$ cat config.mk
export PLATFORM = sky130hd
export DESIGN_NAME = alu_seq_ctrl
export DESIGN_NICKNAME = d
export VERILOG_FILES = /design/src/rtl/alu_seq_ctrl.sv
export SDC_FILE = /design/constraint.sdc
export NUM_CORES = 1
export LEC_CHECK = 0
export CORE_UTILIZATION = 34
export CTS_BUF_LIST = sky130_fd_sc_hd__clkbuf_16
export CTS_CLUSTER_SIZE = 12
export DETAILED_ROUTE_END_ITERATION = 10
export PLACE_DENSITY = 0.58
export SYNTH_ARGS = -nofsm -noshare
export SYNTH_HDL_FRONTEND = slang
export SYNTH_SLANG_ARGS = --single-unit
$ cat constraint.sdc
create_clock -name hz100 -period 3.7 [get_ports hz100]
set_clock_uncertainty 0.1 [all_clocks]
set_input_delay 0.37 -clock hz100 [delete_from_list [all_inputs] [get_ports hz100]]
set_output_delay 0.37 -clock hz100 [all_outputs]
set_load 0.005 [all_outputs]
$ cat src/rtl/alu_seq_ctrl.sv
// alu_seq_ctrl: sequencing controller for the operand-entry ALU datapath.
// Captures operand A, then operand B and an opcode. Runs either a
// single-cycle ALU op or a W-cycle shift-add multiply. Holds the result and
// flags for display, and pulses clear_entry so that each entry starts from
// zero.
//
// Handshake: enter and cancel are single-cycle pulses that are sampled on
// the rising edge of hz100, and cancel wins when both are high. There is no
// back-pressure. done is a one-cycle pulse on the first SHOW cycle, and from
// that cycle on result/zero/carry/overflow are valid and held. busy is high
// for every EXEC cycle.
module alu_seq_ctrl #(
  parameter int W = 8
) (
  input  logic           hz100,
  input  logic           reset,
  input  logic           enter,
  input  logic           cancel,
  input  logic [W-1:0]   entry_val,
  input  logic [2:0]     op_sel,
  output logic           clear_entry,
  output logic [W-1:0]   a_reg,
  output logic [W-1:0]   b_reg,
  output logic [2:0]     op_reg,
  output logic [2*W-1:0] result,
  output logic           zero,
  output logic           carry,
  output logic           overflow,
  output logic           busy,
  output logic           done,
  output logic [1:0]     state
);

  localparam int CW = (W > 1) ? $clog2(W) : 1;

  localparam logic [1:0] ENTER_A = 2'd0;
  localparam logic [1:0] ENTER_B = 2'd1;
  localparam logic [1:0] EXEC    = 2'd2;
  localparam logic [1:0] SHOW    = 2'd3;

  localparam logic [2:0] OP_ADD = 3'b000;
  localparam logic [2:0] OP_SUB = 3'b001;
  localparam logic [2:0] OP_AND = 3'b010;
  localparam logic [2:0] OP_OR  = 3'b011;
  localparam logic [2:0] OP_XOR = 3'b100;
  localparam logic [2:0] OP_SHL = 3'b101;
  localparam logic [2:0] OP_SHR = 3'b110;
  localparam logic [2:0] OP_MUL = 3'b111;

  logic [W:0]     sum;
  logic [W:0]     diff;
  logic [W:0]     shl_ext;   // [W] is the last bit shifted out
  logic [W:0]     shr_ext;   // [0] is the last bit shifted out
  logic [CW-1:0]  sh_amt;
  logic [2*W-1:0] alu_res;
  logic           alu_c;
  logic           alu_v;

  logic [CW-1:0]  mul_cnt;
  logic [2*W-1:0] mul_acc;
  logic [2*W-1:0] mul_partial;
  logic [2*W-1:0] mul_next;
  logic           mul_last;

  assign busy = (state == EXEC);

  // Single-cycle ALU result and flags, from the captured operands.
  always_comb begin
    sum     = {1'b0, a_reg} + {1'b0, b_reg};
    diff    = {1'b0, a_reg} - {1'b0, b_reg};
    sh_amt  = b_reg[CW-1:0];
    shl_ext = {1'b0, a_reg} << sh_amt;
    shr_ext = {a_reg, 1'b0} >> sh_amt;
    alu_res = '0;
    alu_c   = 1'b0;
    alu_v   = 1'b0;
    case (op_reg)
      OP_ADD: begin
        alu_res = {{(W-1){1'b0}}, sum};
        alu_c   = sum[W];
        alu_v   = (a_reg[W-1] == b_reg[W-1]) && (sum[W-1] != a_reg[W-1]);
      end
      OP_SUB: begin
        alu_res = {{W{1'b0}}, diff[W-1:0]};
        alu_c   = diff[W];
        alu_v   = (a_reg[W-1] != b_reg[W-1]) && (diff[W-1] != a_reg[W-1]);
      end
      OP_AND: alu_res = {{W{1'b0}}, a_reg & b_reg};
      OP_OR:  alu_res = {{W{1'b0}}, a_reg | b_reg};
      OP_XOR: alu_res = {{W{1'b0}}, a_reg ^ b_reg};
      OP_SHL: begin
        alu_res = {{W{1'b0}}, shl_ext[W-1:0]};
        alu_c   = shl_ext[W];
      end
      OP_SHR: begin
        alu_res = {{W{1'b0}}, shr_ext[W:1]};
        alu_c   = shr_ext[0];
      end
      default: begin
        alu_res = '0;
      end
    endcase
  end

  // One shift-add step of the iterative multiply, indexed by mul_cnt.
  always_comb begin
    mul_partial = a_reg[mul_cnt] ? ({{W{1'b0}}, b_reg} << mul_cnt) : '0;
    mul_next    = mul_acc + mul_partial;
    mul_last    = (mul_cnt == CW'(W - 1));
  end

  // Sequencing FSM, operand/opcode capture, multiply iteration and result registers.
  always_ff @(posedge hz100) begin
    if (reset) begin
      state       <= ENTER_A;
      a_reg       <= '0;
      b_reg       <= '0;
      op_reg      <= '0;
      result      <= '0;
      zero        <= 1'b1;
      carry       <= 1'b0;
      overflow    <= 1'b0;
      done        <= 1'b0;
      clear_entry <= 1'b0;
      mul_cnt     <= '0;
      mul_acc     <= '0;
    end else begin
      clear_entry <= 1'b0;
      done        <= 1'b0;
      if (cancel) begin
        // Abort from anywhere; operands and the shown result stay put.
        state       <= ENTER_A;
        clear_entry <= 1'b1;
      end else begin
        case (state)
          ENTER_A: begin
            if (enter) begin
              a_reg       <= entry_val;
              clear_entry <= 1'b1;
              state       <= ENTER_B;
            end
          end
          ENTER_B: begin
            if (enter) begin
              b_reg       <= entry_val;
              op_reg      <= op_sel;
              clear_entry <= 1'b1;
              mul_acc     <= '0;
              mul_cnt     <= '0;
              state       <= EXEC;
            end
          end
          EXEC: begin
            if (op_reg == OP_MUL) begin
              if (mul_last) begin
                result   <= mul_next;
                zero     <= (mul_next == '0);
                carry    <= 1'b0;
                overflow <= |mul_next[2*W-1:W];
                done     <= 1'b1;
                state    <= SHOW;
              end else begin
                mul_acc <= mul_next;
                mul_cnt <= mul_cnt + CW'(1);
              end
            end else begin
              result   <= alu_res;
              zero     <= (alu_res == '0);
              carry    <= alu_c;
              overflow <= alu_v;
              done     <= 1'b1;
              state    <= SHOW;
            end
          end
          SHOW: begin
            if (enter) begin
              clear_entry <= 1'b1;
              state       <= ENTER_A;
            end
          end
          default: state <= ENTER_A;
        endcase
      end
    end
  end

endmodule

Word-level counts from Yosys, hierarchy flattened
Index checks and enable logic that the tools add are counted.
Word-level totals
  flip-flop bits (word level): 61
  output and inout bits: 43
  word-level logic and storage cells: 96
Operators by class
  $add $sub $neg: 4
  $lt $le $gt $ge: 1
  equal/unequal tests: 22
  shifts and indexed selects: 3
  mux-type cells: 33
  bitwise logic cells: 5
  reduce and logical (&&, ||, !) cells: 16
Operator list (number)
  16-bit 2-to-1 mux: 6
  9-bit case mux with 7 select lines: 1
  16-bit zero test: 2
  16-bit case mux with 2 select lines: 1
  16-bit adder: 1
  8-bit by 3-bit left shift with 16-bit output: 1
  3-bit equality test, second input constant: 5
  1-bit 2-to-1 mux: 12
  2-bit 2-to-1 mux: 5
  2-bit != test, second input constant: 5
  8-bit by 8-bit adder with 9-bit output: 1
  3-bit 2-to-1 mux: 3
  3-bit AND reduction: 3
  8-bit by 3-bit left shift with 9-bit output: 1
  9-bit by 3-bit right shift with 9-bit output: 1
  8-bit by 8-bit subtractor with 9-bit output: 1
  8-bit bitwise AND: 1
  8-bit OR: 1
  2-bit case mux with 4 select lines: 1
  8-bit OR reduction: 1
  8-bit XOR: 1
  3-bit by 2-bit equality test with 1-bit output, second input constant: 2
  3-bit case mux with 2 select lines: 1
  3-bit OR reduction: 2
  other kinds (20): 25

Depth between registers and ports, before layout
  word-level depth: 7
  gate-level depth with buffers: 18
  gate-level depth less buffers: 15

Least setup slack after synthesis
OpenSTA, ideal clock, no wires.
  path kind: reg-to-reg
  start: reg mul_cnt[1]
  end: reg zero
  library setup time: 0.059 ns
  data arrival time: 3.890 ns
  path slack: -0.349 ns
  stages on the path, launching flop included: 16
  clock period less this slack: 4.049 ns
  path through: dfxtp_1 > clkbuf_1 > mux4_2 > nand2_1 > and2_1 > clkbuf_1 > a21oi_1 > ha_1 > a21o_1 > a31o_1 > a221o_1 > a21oi_2 > xnor2_1 > or4_4 > nor4b_4 > a41o_1
On the way
  cells in the longest elaborated chain, start to end: 7
  elaborated cells on any way between the ends: 11
RTL lines
  start, declared: RTL line 59  | logic [CW-1:0] mul_cnt;
  start signal, assigned: RTL line 164  | mul_cnt <= mul_cnt + CW'(1);
  1-bit binary-select mux with 3-bit select: RTL line 107  | mul_partial = a_reg[mul_cnt] ? ({{W{1'b0}}, b_reg} << mul_cnt) : '0;
  1-bit 2-to-1 mux (not written as such): RTL line 107
  16-bit 2-to-1 mux: RTL line 107
  16-bit adder: RTL line 108  | mul_next = mul_acc + mul_partial;
  16-bit zero test: RTL line 157  | zero <= (mul_next == '0);
  1-bit 2-to-1 mux: RTL line 155  | if (mul_last) begin
  1-bit 2-to-1 mux: RTL line 154  | if (op_reg == OP_MUL) begin
  end signal, assigned: RTL line 157
  end signal, assigned: RTL line 168  | zero <= (alu_res == '0);
  end, declared: RTL line 26  | output logic zero,
Parallel ways exist; a longest one is shown, timed or not. The select of a mux whose other input is x is not followed.
A chain may end at the register's enable or synchronous reset.

Worst setup path in the final report
  start: reg mul_cnt[0]
  end: reg zero
The elaborated chain is that of the path after synthesis.

==> impl_metrics.toml <==
[global_route]
grt_max_degree = 40
grt_pass1_vias = 5214
use_met1_pct = 29.4
antenna_found_initial = 0
grt_overflow = 0
grt_usage_pct = 21.8
grtUsageMet2_pct = 34.6
grt_pass1_wl_um = 27400
grt_busiest_layer = "met2"
met3_usage_pct = 4.12

[die]
die_w_um = 126
num_rows = 44
dieArea_um2 = 15800
start_util_pct = 35.3
core_um2 = 14800
num_io_pins = 58
die_h_um = 126

[setup_path]
setup.worst_path.class = "reg2reg"
startpoint_type = "flip-flop"
cp-end-kind = "flip-flop"
crit_arrival_ps = 3900
cp.required_ps = 3880
r2r-end = "zero"
cp_max_fo = 5
timing.rr.start = "mul_cnt[0]"
r2r_cells = 13
ff2ff_setup_slack_ps = -10

[hold_path]
min_to = "mul_acc[0]"
hold_start = "reset"
holdPathStages = 2
hp-class = "in2reg"

[run_status]
status = "complete, but fails checks"
violations = "setup timing"

[placement]
port_buffers = 57
dp_hpwl_um = 12800
gp_congestion = 0.906
pre_cts_ws_ps = -21.4

[timing]
tightest_slew_ps = 1080
rsz0062_at_grt = "yes"
hold_violations = 0
finalSetupViolations = 1
worst_slack_ps = -14.1
slew_viol_final = 0
fin_crit_ps = 3710
maxSlewHeadroom_pct = 27.8
fin_setup_tns_ps = -14.1
timing.final.crit_share_pct = 100
max_freq_ghz = 0.269

[synth]
synth_top_cell_area_share_pct = 23.4
yosysSeqAreaShare_pct = 23.4
synth_edf_count = 0
synth_nets = 729
netlist_instances = 664
synth_area_per_cell_um2 = 7.85
synthArstFlopShare_pct = 0
synth_seq_cells = 61
yosys-top-cells-area = "dfxtp_1, ha_1, nor2_1, a21oi_1, mux4_2"
synth_cell_type_count = 69
synth_top_area_cell = "dfxtp_1"
ys.flop_type = "dfxtp_1"
synthesis.area_um2 = 5210
ys_warn_count = 0

[routing]
drcViolationCount = 0
wirelength_um = 17300
firstDrtPassIters = 5
vias = 5427
routed_via_density = 5.76
wl_per_cell_um = 18.3
drtIter0Drc = 439
postRouteAntennaNets = 0

[cts]
worstSkewPairLatency_ps = 350
cts-htree-levels = 3
cts_made_buffers = 9
cts.sinks = 61
ctsLongestPathBuffers = 2
cts_root_buf = "clkbuf_16"
cts_tree = "built"
clkTransAtPathRegs_ps = 60

[final_layout]
diodes = 0
reg_top3 = "mul_acc (16), result (16)"
nets = 819
num-fill-cells = 1488
regArea_um2 = 1220
multi_input_area_um2 = 3840
areaGrowthSynthToFinish_pct = 29.7
layout-drive-gt1-share_pct = 17.7

[pwr]
power.leakage_nw = 2.70
peakVddDrop_mv = 0.387
p_per_area_nw_per_um2 = 261
totalPowerFinal_mw = 1.76

[run]
maxCapViolations = 0
## stage by stage
step	util, %	hold WS, ps	cell area [µm²]	cells
3_5_place_dp	42.4	395	6260	915
4_1_cts	44.4	340	6550	931
2_1_floorplan	-	349	5280	664
6_report	45.8	350	6760	943
5_1_grt	45.8	372	6760	943
3_3_place_gp	42.4	399	6260	915
## power breakdown
group	leakage (nW)	internal (mW)	total, mW	switching, mW
clock network	0.141	0.517	0.840	0.323
logic	2.07	0.110	0.249	0.139
registers	0.494	0.667	0.673	0.00638
## layer usage
layer	up-vias	part of all wire, %
met5	-	0
met4	0	2.3
met3	27	5.4
met2	202	46
met1	2606	47
li1	2592	-
## how the worst max path moves through the flow
stage / start / endpoint / slack [ps] / cells after the start
after floorplan: mul_cnt[1] / zero / 4 / 15
after global placement: mul_cnt[0] / zero / 70 / 13
after detailed placement: mul_cnt[0] / zero / -20 / 13
after CTS: mul_cnt[0] / zero / 20 / 13
after global routing: mul_cnt[0] / zero / -120 / 14
final: mul_cnt[0] / zero / -10 / 13
## synthesized netlist by cell type, types with 3 or more instances
master	instances
mux4_2	11
o21ai_0	21
xor2_1	5
nor2_1	101
or2_2	3
a22oi_1	29
mux2_2	4
a211o_1	4
nand3_1	20
clkbuf_1	36
a221oi_1	3
o211ai_1	7
a31oi_1	3
inv_1	31
a221o_1	3
o221ai_1	3
nor3_1	16
nand2b_1	10
nand2_1	46
and4b_1	3
dfxtp_1	61
mux2i_1	20
a32oi_1	3
or4_1	4
xnor2_1	11
ha_1	47
buf_2	4
o211a_1	3
a21oi_1	61
fa_1	3
a21o_1	8
o21bai_1	3
a211oi_1	15
nor2b_1	10
nand4_1	6
## cell usage in the layout, fill, tap and decap left out, types with 19 or more instances in the layout
cell,count
mux2i_1,19
a22oi_1,29
nor2_1,100
a21oi_1,54
dfxtp_1,58
nand2_1,44
nand3_1,19
buf_4,62
clkdlybuf4s50_1,56
ha_1,45
inv_1,32
## area by class of cell
cell class,instances,share of cell area (%)
Clock buffer,9,3.33
Clock inverter,7,0.981
Inverter,31,1.72
Multi-Input combinational cell,530,56.9
Sequential cell,61,18.1
Tap cell,184,3.41
Timing Repair Buffer,121,15.6
## repair_timing
item	CTS	global route
hold endpoints to repair	0	0
cloned	0	0
hold buffers	0	0
setup endpoints to repair	1	6
buffers inserted	0	12
gates resized for setup	0	29
pin swaps	2	16
## critical path, cell delays in order, from the launching register on
cell      delay (ps)
dfxtp_2          350
mux4_2           540
nand2_4          120
and2_4           170
a211oi_2          40
ha_1             370
a21o_1           270
a211oi_4         310
nor2_2            70
or4b_1           470
nand4_1          160
o311ai_4         130
nor4b_4          350
a41o_1           210
## cell families after synthesis
kind of cell / Yosys count / share of synthesized area (%)
buf+inv: 73 / 5.35
compound gates: 187 / 24.1
fa+ha+maj: 50 / 12.4
simple gates: 242 / 22.5
flops: 61 / 23.4
mux: 35 / 9.46
xor+xnor: 16 / 2.69
(Power assumes the default switching activity.)
